--- src/rtl/rob_commit_unit_if.sv ---
// rob_commit_unit_if: issue, status-table, CDB, flush and commit signals
// of the reorder buffer, seen from the ROB (master) and its peers (slave).
interface rob_commit_unit_if #(
  parameter int TAG_W  = 4,
  parameter int DATA_W = 32
);
  logic              issue_valid;
  logic              issue_has_dest;
  logic [4:0]        issue_dest;
  logic              issue_ready;
  logic [TAG_W-1:0]  issue_tag;

  logic              stat_we;
  logic [4:0]        stat_index;
  logic [5:0]        stat_data;
  logic [4:0]        stat_query_index;
  logic [5:0]        stat_query_data;
  logic              stat_clear_all;

  logic              cdb_valid;
  logic [TAG_W-1:0]  cdb_tag;
  logic [DATA_W-1:0] cdb_value;

  logic              flush;

  logic              commit_valid;
  logic              commit_has_dest;
  logic [4:0]        commit_dest;
  logic [DATA_W-1:0] commit_value;
  logic [TAG_W-1:0]  commit_tag;

  modport master (
    input  issue_valid, issue_has_dest, issue_dest,
    input  stat_query_data,
    input  cdb_valid, cdb_tag, cdb_value,
    input  flush,
    output issue_ready, issue_tag,
    output stat_we, stat_index, stat_data,
    output stat_query_index, stat_clear_all,
    output commit_valid, commit_has_dest,
    output commit_dest, commit_value, commit_tag
  );

  modport slave (
    output issue_valid, issue_has_dest, issue_dest,
    output stat_query_data,
    output cdb_valid, cdb_tag, cdb_value,
    output flush,
    input  issue_ready, issue_tag,
    input  stat_we, stat_index, stat_data,
    input  stat_query_index, stat_clear_all,
    input  commit_valid, commit_has_dest,
    input  commit_dest, commit_value, commit_tag
  );
endinterface

--- src/rtl/rob_commit_unit.sv ---
// rob_commit_unit: circular reorder buffer that allocates tags at issue,
// captures CDB results, retires in order and maintains the status table.
module rob_commit_unit #(
  parameter int         DEPTH       = 16,
  parameter int         TAG_W       = 4,
  parameter int         DATA_W      = 32,
  parameter logic [5:0] INVALID_TAG = 6'b010000
) (
  input logic               clk,
  input logic               rst,
  rob_commit_unit_if.master bus
);
  localparam logic [TAG_W:0] FULL = (TAG_W+1)'(DEPTH);
  localparam logic [TAG_W:0] ONE  = (TAG_W+1)'(1);

  logic [TAG_W-1:0]  head;
  logic [TAG_W-1:0]  tail;
  logic [TAG_W:0]    count;
  logic [DEPTH-1:0]  busy;
  logic [DEPTH-1:0]  done;
  logic [DEPTH-1:0]  has_dest;
  logic [4:0]        dest  [DEPTH];
  logic [DATA_W-1:0] value [DEPTH];

  logic accept;
  logic iss_wr;
  logic ret_ok;
  logic need_clr;
  logic stall;
  logic retire;

  always_comb begin
    bus.issue_ready      = (count != FULL);
    bus.issue_tag        = tail;
    bus.stat_query_index = dest[head];
    accept   = bus.issue_valid & bus.issue_ready;
    iss_wr   = accept & bus.issue_has_dest & ~bus.flush;
    ret_ok   = busy[head] & done[head];
    need_clr = ret_ok & has_dest[head] & ~bus.flush
             & (bus.stat_query_data == 6'(head));
    // single write port: issue wins, clear retries unless same reg
    stall    = iss_wr & need_clr & (bus.issue_dest != dest[head]);
    retire   = ret_ok & ~stall & ~bus.flush;
    bus.stat_we    = iss_wr | need_clr;
    bus.stat_index = '0;
    bus.stat_data  = INVALID_TAG;
    if (iss_wr) begin
      bus.stat_index = bus.issue_dest;
      bus.stat_data  = 6'(tail);
    end else if (need_clr) begin
      bus.stat_index = dest[head];
    end
  end

  always_ff @(posedge clk or posedge rst) begin
    if (rst) begin
      head                <= '0;
      tail                <= '0;
      count               <= '0;
      busy                <= '0;
      done                <= '0;
      has_dest            <= '0;
      for (int i = 0; i < DEPTH; i++) dest[i] <= '0;
      bus.stat_clear_all  <= 1'b0;
      bus.commit_valid    <= 1'b0;
      bus.commit_has_dest <= 1'b0;
      bus.commit_dest     <= '0;
      bus.commit_value    <= '0;
      bus.commit_tag      <= '0;
    end else begin
      bus.stat_clear_all <= bus.flush;
      bus.commit_valid   <= retire;
      if (retire) begin
        bus.commit_has_dest <= has_dest[head];
        bus.commit_dest     <= dest[head];
        bus.commit_value    <= value[head];
        bus.commit_tag      <= head;
      end
      if (bus.flush) begin
        busy  <= '0;
        done  <= '0;
        head  <= '0;
        tail  <= '0;
        count <= '0;
      end else begin
        if (bus.cdb_valid && busy[bus.cdb_tag])
          done[bus.cdb_tag] <= 1'b1;
        if (retire) begin
          busy[head] <= 1'b0;
          head       <= head + TAG_W'(1);
        end
        if (accept) begin
          busy[tail]     <= 1'b1;
          done[tail]     <= 1'b0;
          has_dest[tail] <= bus.issue_has_dest;
          dest[tail]     <= bus.issue_dest;
          tail           <= tail + TAG_W'(1);
        end
        unique case ({accept, retire})
          2'b10:   count <= count + ONE;
          2'b01:   count <= count - ONE;
          default: ;
        endcase
      end
    end
  end

  always_ff @(posedge clk) begin
    if (!bus.flush && bus.cdb_valid && busy[bus.cdb_tag])
      value[bus.cdb_tag] <= bus.cdb_value;
  end
endmodule

--- src/flat_wrapper.sv ---
// flat-port wrapper written by rule: the top's interface ports become plain ports
module rob_commit_unit_flat 
#(
  parameter int         DEPTH       = 16,
  parameter int         TAG_W       = 4,
  parameter int         DATA_W      = 32,
  parameter logic [5:0] INVALID_TAG = 6'b010000
)
  (clk, rst, bus_issue_valid, bus_issue_has_dest, bus_issue_dest, bus_stat_query_data, bus_cdb_valid, bus_cdb_tag, bus_cdb_value, bus_flush, bus_issue_ready, bus_issue_tag, bus_stat_we, bus_stat_index, bus_stat_data, bus_stat_query_index, bus_stat_clear_all, bus_commit_valid, bus_commit_has_dest, bus_commit_dest, bus_commit_value, bus_commit_tag);
  rob_commit_unit_if #(.TAG_W(TAG_W), .DATA_W(DATA_W)) bus_i ();
  input logic clk;
  input logic rst;
  input wire logic [$bits(bus_i.issue_valid)-1:0] bus_issue_valid;
  input wire logic [$bits(bus_i.issue_has_dest)-1:0] bus_issue_has_dest;
  input wire logic [$bits(bus_i.issue_dest)-1:0] bus_issue_dest;
  input wire logic [$bits(bus_i.stat_query_data)-1:0] bus_stat_query_data;
  input wire logic [$bits(bus_i.cdb_valid)-1:0] bus_cdb_valid;
  input wire logic [$bits(bus_i.cdb_tag)-1:0] bus_cdb_tag;
  input wire logic [$bits(bus_i.cdb_value)-1:0] bus_cdb_value;
  input wire logic [$bits(bus_i.flush)-1:0] bus_flush;
  output wire logic [$bits(bus_i.issue_ready)-1:0] bus_issue_ready;
  output wire logic [$bits(bus_i.issue_tag)-1:0] bus_issue_tag;
  output wire logic [$bits(bus_i.stat_we)-1:0] bus_stat_we;
  output wire logic [$bits(bus_i.stat_index)-1:0] bus_stat_index;
  output wire logic [$bits(bus_i.stat_data)-1:0] bus_stat_data;
  output wire logic [$bits(bus_i.stat_query_index)-1:0] bus_stat_query_index;
  output wire logic [$bits(bus_i.stat_clear_all)-1:0] bus_stat_clear_all;
  output wire logic [$bits(bus_i.commit_valid)-1:0] bus_commit_valid;
  output wire logic [$bits(bus_i.commit_has_dest)-1:0] bus_commit_has_dest;
  output wire logic [$bits(bus_i.commit_dest)-1:0] bus_commit_dest;
  output wire logic [$bits(bus_i.commit_value)-1:0] bus_commit_value;
  output wire logic [$bits(bus_i.commit_tag)-1:0] bus_commit_tag;
  assign bus_i.issue_valid = bus_issue_valid;
  assign bus_i.issue_has_dest = bus_issue_has_dest;
  assign bus_i.issue_dest = bus_issue_dest;
  assign bus_i.stat_query_data = bus_stat_query_data;
  assign bus_i.cdb_valid = bus_cdb_valid;
  assign bus_i.cdb_tag = bus_cdb_tag;
  assign bus_i.cdb_value = bus_cdb_value;
  assign bus_i.flush = bus_flush;
  assign bus_issue_ready = bus_i.issue_ready;
  assign bus_issue_tag = bus_i.issue_tag;
  assign bus_stat_we = bus_i.stat_we;
  assign bus_stat_index = bus_i.stat_index;
  assign bus_stat_data = bus_i.stat_data;
  assign bus_stat_query_index = bus_i.stat_query_index;
  assign bus_stat_clear_all = bus_i.stat_clear_all;
  assign bus_commit_valid = bus_i.commit_valid;
  assign bus_commit_has_dest = bus_i.commit_has_dest;
  assign bus_commit_dest = bus_i.commit_dest;
  assign bus_commit_value = bus_i.commit_value;
  assign bus_commit_tag = bus_i.commit_tag;
  rob_commit_unit #(.DEPTH(DEPTH), .TAG_W(TAG_W), .DATA_W(DATA_W), .INVALID_TAG(INVALID_TAG)) u_core (.clk(clk), .rst(rst), .bus(bus_i));
endmodule
--- config.mk ---
export PLATFORM = sky130hd
export DESIGN_NAME = rob_commit_unit_flat
export DESIGN_NICKNAME = d
export VERILOG_FILES = /design/src/rtl/rob_commit_unit_if.sv /design/src/rtl/rob_commit_unit.sv /design/src/flat_wrapper.sv
export SDC_FILE = /design/constraint.sdc
export NUM_CORES = 1
export LEC_CHECK = 0
export CAP_MARGIN = 20
export CORE_ASPECT_RATIO = 1.4
export CORE_MARGIN = 5
export CORE_UTILIZATION = 45
export DETAILED_ROUTE_END_ITERATION = 6
export GPL_TIMING_DRIVEN = 0
export PLACE_DENSITY_LB_ADDON = 0.08
export SKIP_CTS_REPAIR_TIMING = 1
export SYNTH_ARGS = -nofsm -noshare
export SYNTH_HDL_FRONTEND = slang
export SYNTH_SLANG_ARGS = --single-unit
--- constraint.sdc ---
create_clock -name clk -period 10.5 [get_ports clk]
set_input_delay 2.1 -clock clk [delete_from_list [all_inputs] [get_ports clk]]
set_output_delay 2.1 -clock clk [all_outputs]
set_load 0.05 [all_outputs]
======== Yosys cells after proc, flatten, opt, wreduce, memory -nomap -nowiden ========
Memories as Yosys holds them, arrays and structs flattened. A register that Yosys moved wholly into a read port is not among the register bits.
Index checks and enable logic that the tools add are counted.
word-level totals
  word-level logic and storage cells ...... 120
  memories kept ........................... 1
  flip-flop bits (word level) ............. 153
  memory bits (writable) .................. 512
memory list
  memory        words  bits a word  read ports  clocked after memory_dff  wr ports  line                   RTL
  u_core.value  16     32           1           1                         1         rob_commit_unit.sv:23  logic [DATA_W-1:0] value [DEPTH];
operators by class
  reduce and logical (&&, ||, !) cells .... 12
  bitwise gates (word level) .............. 22
  multiplexer cells ....................... 40
  equality and inequality tests ........... 5
  $add $sub $neg .......................... 4
  $lt $le $gt $ge ......................... 9
operators by type and width
  kind                                                                    number
  16-bit 2-to-1 mux                                                       8
  80-bit bitwise mux                                                      1
  5-bit 2-to-1 mux                                                        7
  16-bit AND                                                              2
  16-bit NOT                                                              2
  16-bit bitwise OR                                                       2
  5-bit binary-select mux with 4-bit select                               1
  5-bit demux with 4-bit select                                           1
  1-bit binary-select mux with 4-bit select                               4
  16-bit bitwise mux                                                      1
  4-bit 2-to-1 mux                                                        4
  4-bit by 5-bit < comparator with 1-bit output (second input constant)   3
  1-bit demux with 4-bit select                                           3
  4-bit by 1-bit >= comparator with 1-bit output (second input constant)  3
  1-bit AND                                                               11
  5-bit >= comparator (second input constant)                             2
  4-bit NOT with 5-bit output                                             2
  5-bit case mux with 2 select lines                                      1
  1-bit 2-to-1 mux                                                        9
  4-bit by 1-bit adder with 4-bit output (second input constant)          2
  1-bit logical AND                                                       7
  6-bit by 4-bit == test with 1-bit output                                1
  5-bit by 1-bit adder with 5-bit output (second input constant)          1
  5-bit by 1-bit < comparator with 1-bit output (second input constant)   1
  other kinds (11)                                                        13

======== Longest topological paths before layout ========
Gate-level depths: netlist of run 1.
  word-level depth ........................ 16
  gate-level depth with buffers ........... 17
  gate-level depth less buffers ........... 14

======== Worst setup path after synthesis of run 1 ========
No wires, ideal clock.
  path kind ............................... in2out
  from .................................... input port bus_issue_valid
  to ...................................... output port bus_stat_index[3]
  slack ................................... 3781 ps
  path buffers ............................ 3
  arrival ................................. 4619 ps
  stages on the path ...................... 8
  cell sequence ........................... and2_1 buf_2 and3_1 clkbuf_1 inv_1 clkbuf_1 nand2_1 o21ai_0
between the ends
  longest elaborated chain between the ends .. 4
RTL lines
  element                  line                   RTL
  from (decl)              flat_wrapper.sv:13     input wire logic [$bits(bus_i.issue_valid)-1:0] bus_issue_valid;
  1-bit AND                rob_commit_unit.sv:36  accept = bus.issue_valid & bus.issue_ready;
  1-bit AND (2 in series)  rob_commit_unit.sv:37  iss_wr = accept & bus.issue_has_dest & ~bus.flush;
  5-bit 2-to-1 mux         rob_commit_unit.sv:47  if (iss_wr) begin
  to (decl)                flat_wrapper.sv:24     output wire logic [$bits(bus_i.stat_index)-1:0] bus_stat_index;
No other way between the ends.

======== Worst setup path after layout of run 1 ========
  from .................................... input port bus_flush
  to ...................................... output port bus_stat_index[1]
between the ends
  longest elaborated chain between the ends .. 5
RTL lines
  element                  line                   RTL
  from (decl)              flat_wrapper.sv:20     input wire logic [$bits(bus_i.flush)-1:0] bus_flush;
  1-bit NOT (no line) (*)  -
  1-bit AND                rob_commit_unit.sv:39  need_clr = ret_ok & has_dest[head] & ~bus.flush
  1-bit AND                rob_commit_unit.sv:40  & (bus.stat_query_data == 6'(head));
  5-bit 2-to-1 mux         rob_commit_unit.sv:50  end else if (need_clr) begin
  5-bit 2-to-1 mux (*)     rob_commit_unit.sv:47
Mark *: on every way between the ends. The rest lies on a longest branch, timed or not.

==> summary.md, run 1 <==
| Metric | Value |
|---|---|
| Outcome | completed |
| Final nets | 1,772 |
| Leak | 11.6 nW |
| Slowest stage delay, CP | 830 ps |
| Die H | between 300 and 400 um |
| Syn_area_per_cell | about 19 um2 |
| Deepest clock path buffer count | 3 |
| Die X | 222 um |
| PortBufs | 112 |
| Adder-cell area share of the yosys netlist | 0.557% |
| Multi-input gate area | a little under 8000 um2 |
| CTS Buf Count | 70 |
| Unrepaired setup endpoints after global routing | no |
| Initial DRT Pass Iterations | 5 |
| GR Util met1 | 25.5% |
| Final Cycle Share | 75.1% |
| Crit path cell chain | clkdlybuf4s50_1, clkinv_1, and3_1, clkbuf_1, inv_1, clkbuf_1, nand2_1, o21ai_0, clkdlybuf4s50_1 |
| Pre-CTS WS | 2620 ps |
| Reg area | 20,000 um2 |
| Leading area contributor after synthesis | edfxtp_1 |
| Complex-gate fraction of the synthesized area | about 2.9% |
| WL/cell | 27.4 um |
| Ys async rst share | 26.5% |
| Flops & latches, synth | ~700 |
| Antenna Cells | 0 |
| M3 GR Usage | between 3 and 4% |
| Post-synth EDFFs | 512 |
| Synth Area in Simple Gates | 3.46% |
| Crit path kind | in -> out |
| Cell Area, Synth | roughly 28,000 um2 |
| Final Skew | 17.6 ps |
| GR peak layer | met2 |
| Setup violators final | 0 |
| Worst-path maximum fanout | 10 |
| Critical-path top delay cell | clkdlybuf4s50_1 |
| Achievable Freq | around 130 MHz |
| Antenna-violating nets left | 0 |
| Worst Setup Start Kind | input pin |
| Top cells by area, synth | edfxtp_1 (54%), dfrtp_1 (16%), mux4_2 (14%) |
| Synth Instances | about 1,500 |
| First-pass GRT wire length | 106,000 um |
| Clock sink count | approximately 700 |
| Met2 Use GR | 38.8% |
| DRC errors left | 0 |
| Synth Area in XOR/XNOR | 0.340% |
| Routability cong. | 0.836 |
| Rel. slew slack | 32.4% |
| Worst vdd rail ir drop | between 0.1 and 0.15 mV |
| Post-synthesis mux area share | 20.3% |
| Initial antenna violation count | 5 |
| Sequential-to-total area share from yosys stat | 70.7% |
| Maxcap violations | 0 |
| Critical Path RT | 8400 ps |
| Die area | between 60,000 and 70,000 um2 |
| Number of fill cells | about 4,900 |
| DPL Wire Length | around 48,000 um |
| Synth cell types | 57 |
| Vias post-DR | 14,700 |
| Root buf cell | clkbuf_16 |
| Initial core utilization | about 46% |
| I/O pins | 119 |
| Endpoints failing hold | 0 |
| Clock transition at the registers of the reported paths | 60 ps |
| Number of global-route vias before repair | 15,700 |
| Grt ovf | 0 |
| All-Layer GR Usage | 21.0% |
| Power Density | 172 nW/um2 |
| Setup ws final | 2620 ps |
| Area grow syn2layout | 18.8% |
| Core ar. | just over 60,000 um2 |
| Initial drt markers | 1,109 |
| Vias per cell | 5.68 |
| Nature of the critical path endpoint | output port |
| Max-slew violations | 0 |
| Min Tclk post-route | 7880 ps |
| Final WL | 71,000 um |
| Synthesized net count | around 1,600 |
| Htree depth | 3 |
| Later-pin clock latency in the skew report | approximately 600 ps |
| Arrival @ worst endpoint | 5780 ps |
| FP Rows | 108 |
| Slew @ Worst Pin | 1010 ps |
| Top FF cell, synth | edfxtp_1 |
| Yosys Warn Count | 0 |
| Share of layout cells above drive strength 1 | 27.4% |
| Dominant combinational cell family by area after synthesis | multiplexers |
| CTS tree | yes |
| WHS | roughly 480 ps |
| Synth top area share | a little over half |
| Post-route setup TNS | 0 ps |
| Pin count of the biggest net entering global routing | 119 |
| Min-Delay Path Class | reg -> reg |
-- area by class of cell --
type	count	share of cell area, %
Tap cell	825	3.07
Timing Repair Buffer	147	5.53
Inverter	17	0.220
Clock buffer	96	5.86
Sequential cell	697	59.5
Clock inverter	31	0.964
Buffer	88	1.24
Multi-Input combinational cell	686	23.6
-- Yosys cell counts, types with 2 or more instances --
| cell type | n |
|---|---|
| inv_1 | 13 |
| mux2i_1 | 28 |
| a22oi_1 | 11 |
| o211ai_1 | 2 |
| buf_4 | 3 |
| a311oi_1 | 12 |
| edfxtp_1 | 512 |
| dfrtp_1 | 185 |
| a21o_1 | 2 |
| buf_1 | 22 |
| mux2_4 | 10 |
| nand2b_1 | 2 |
| buf_2 | 5 |
| nor2b_1 | 9 |
| and2_1 | 8 |
| xor2_1 | 7 |
| o21ai_0 | 42 |
| a211oi_1 | 5 |
| nand3_1 | 22 |
| clkinv_1 | 2 |
| buf_12 | 2 |
| clkbuf_1 | 51 |
| buf_6 | 5 |
| o211a_1 | 2 |
| a22oi_2 | 2 |
| nand4_1 | 3 |
| o311ai_0 | 4 |
| or3_1 | 4 |
| nor3_1 | 10 |
| nor4_1 | 6 |
| xnor2_1 | 4 |
| nor2_1 | 37 |
| mux2_2 | 111 |
| and3_1 | 19 |
| a21oi_1 | 19 |
| nand2_1 | 83 |
| a211o_1 | 2 |
| o22ai_1 | 3 |
| o31a_1 | 4 |
| or2_2 | 4 |
| ha_1 | 11 |
| mux4_2 | 181 |
| a31oi_1 | 5 |
-- routing by layer --
metal,part of all wire (%),vias up
met4,2.4,8
met5,0.068,-
li1,-,6396
met3,4.6,108
met2,55,391
met1,38,7797
-- through the flow --
stage                     std cells  instance area [um2]  power [W]  util, %
final                          2587                33600    0.00578     54.1
after global routing           2587                33600    0.00598     54.1
after CTS                      2581                33500    0.00585     53.9
after detailed placement       2454                31200    0.00334     50.2
after global placement         2425                30500    0.00333     49.0
after floorplan                1488                28300    0.00322        -
-- state kept, by name, summed over array words and instances, names as in the netlist --
name,count
u_core.value,512
u_core.bus.commit_dest,5
u_core.done,16
u_core.has_dest,16
u_core.head,4
u_core.bus.issue_tag,4
u_core.bus.stat_clear_all,1
u_core.bus.commit_has_dest,1
u_core.dest,80
u_core.bus.commit_valid,1
u_core.count,5
u_core.bus.commit_tag,4
u_core.bus.commit_value,32
u_core.busy,16
-- kinds of logic after synthesis --
kind of cell	Yosys count
DFF	697
muxes	330
and+or+nand+nor	210
AOI/OAI and AO/OA	122
buffers and inverters	105
adders and majority gates	12
xor gates and xnor gates	11
other	1
-- cell usage in the layout, fill, tap and decap left out, types with 11 or more instances in the layout --
master,synthesis,layout
clkinv_1,2,13
nor2_1,37,21
clkbuf_1,51,66
clkbuf_16,0,71
clkdlybuf4s50_1,0,112
ha_1,11,11
o21ai_0,42,42
mux4_2,181,181
buf_16,0,13
edfxtp_1,512,512
nand3_1,22,22
dfrtp_1,185,185
buf_1,22,22
nor2_4,0,16
a21oi_1,19,19
mux2i_1,28,28
mux2_2,111,111
and3_1,19,19
buf_12,2,12
a22oi_1,11,11
buf_8,0,12
nand2_1,83,83
a311oi_1,12,12
inv_1,13,12
-- where the power goes --
part	internal (W)	switching [W]	leakage [nW]	total, W
combinational	0.0000922	0.000165	3.33	0.000257
sequential	0.00300	0.0000210	7.14	0.00302
clock	0.00147	0.00104	1.12	0.00250
-- worst paths after layout --
kind                                 from                         end  slack (ps)  cells after the start
max                             bus_flush           bus_stat_index[1]        2620                      9
min                        u_core.dest[0]              u_core.dest[0]         480                      2
max reg2reg                u_core.head[0]             u_core.count[4]        6000                     16
min reg2reg                u_core.dest[0]              u_core.dest[0]         480                      2
max in group asynchronous             rst              u_core.done[7]        7420                      3
min in group asynchronous             rst  u_core.bus.commit_value[0]        1980                      2
-- critical path: cells and delay by family --
kind | cells | cell delay, ps
AOI/OAI and AO/OA | 1 | 190
buffers and inverters | 6 | 3070
and+or+nand+nor | 2 | 400
(Power assumes the default switching activity.)
==> inputs of run 2 (changes only) <==
==> constraint.sdc (replaced) <==
create_clock -name clk -period 7.35 [get_ports clk]
set_input_delay 1.47 -clock clk [delete_from_list [all_inputs] [get_ports clk]]
set_output_delay 1.47 -clock clk [all_outputs]
set_load 0.05 [all_outputs]
==> results of run 2 <==
Same layout as run 1 (identical final DEF). Status: completed.
Main changes from that run: setup slack after placement 2620 ps -> 728 ps; setup slack after layout 2620 ps -> 729 ps; register-to-register setup slack 6000 ps -> 2850 ps; total power 0.00578 W -> 0.00826 W; worst IR drop on VDD 0.110 mV -> 0.157 mV
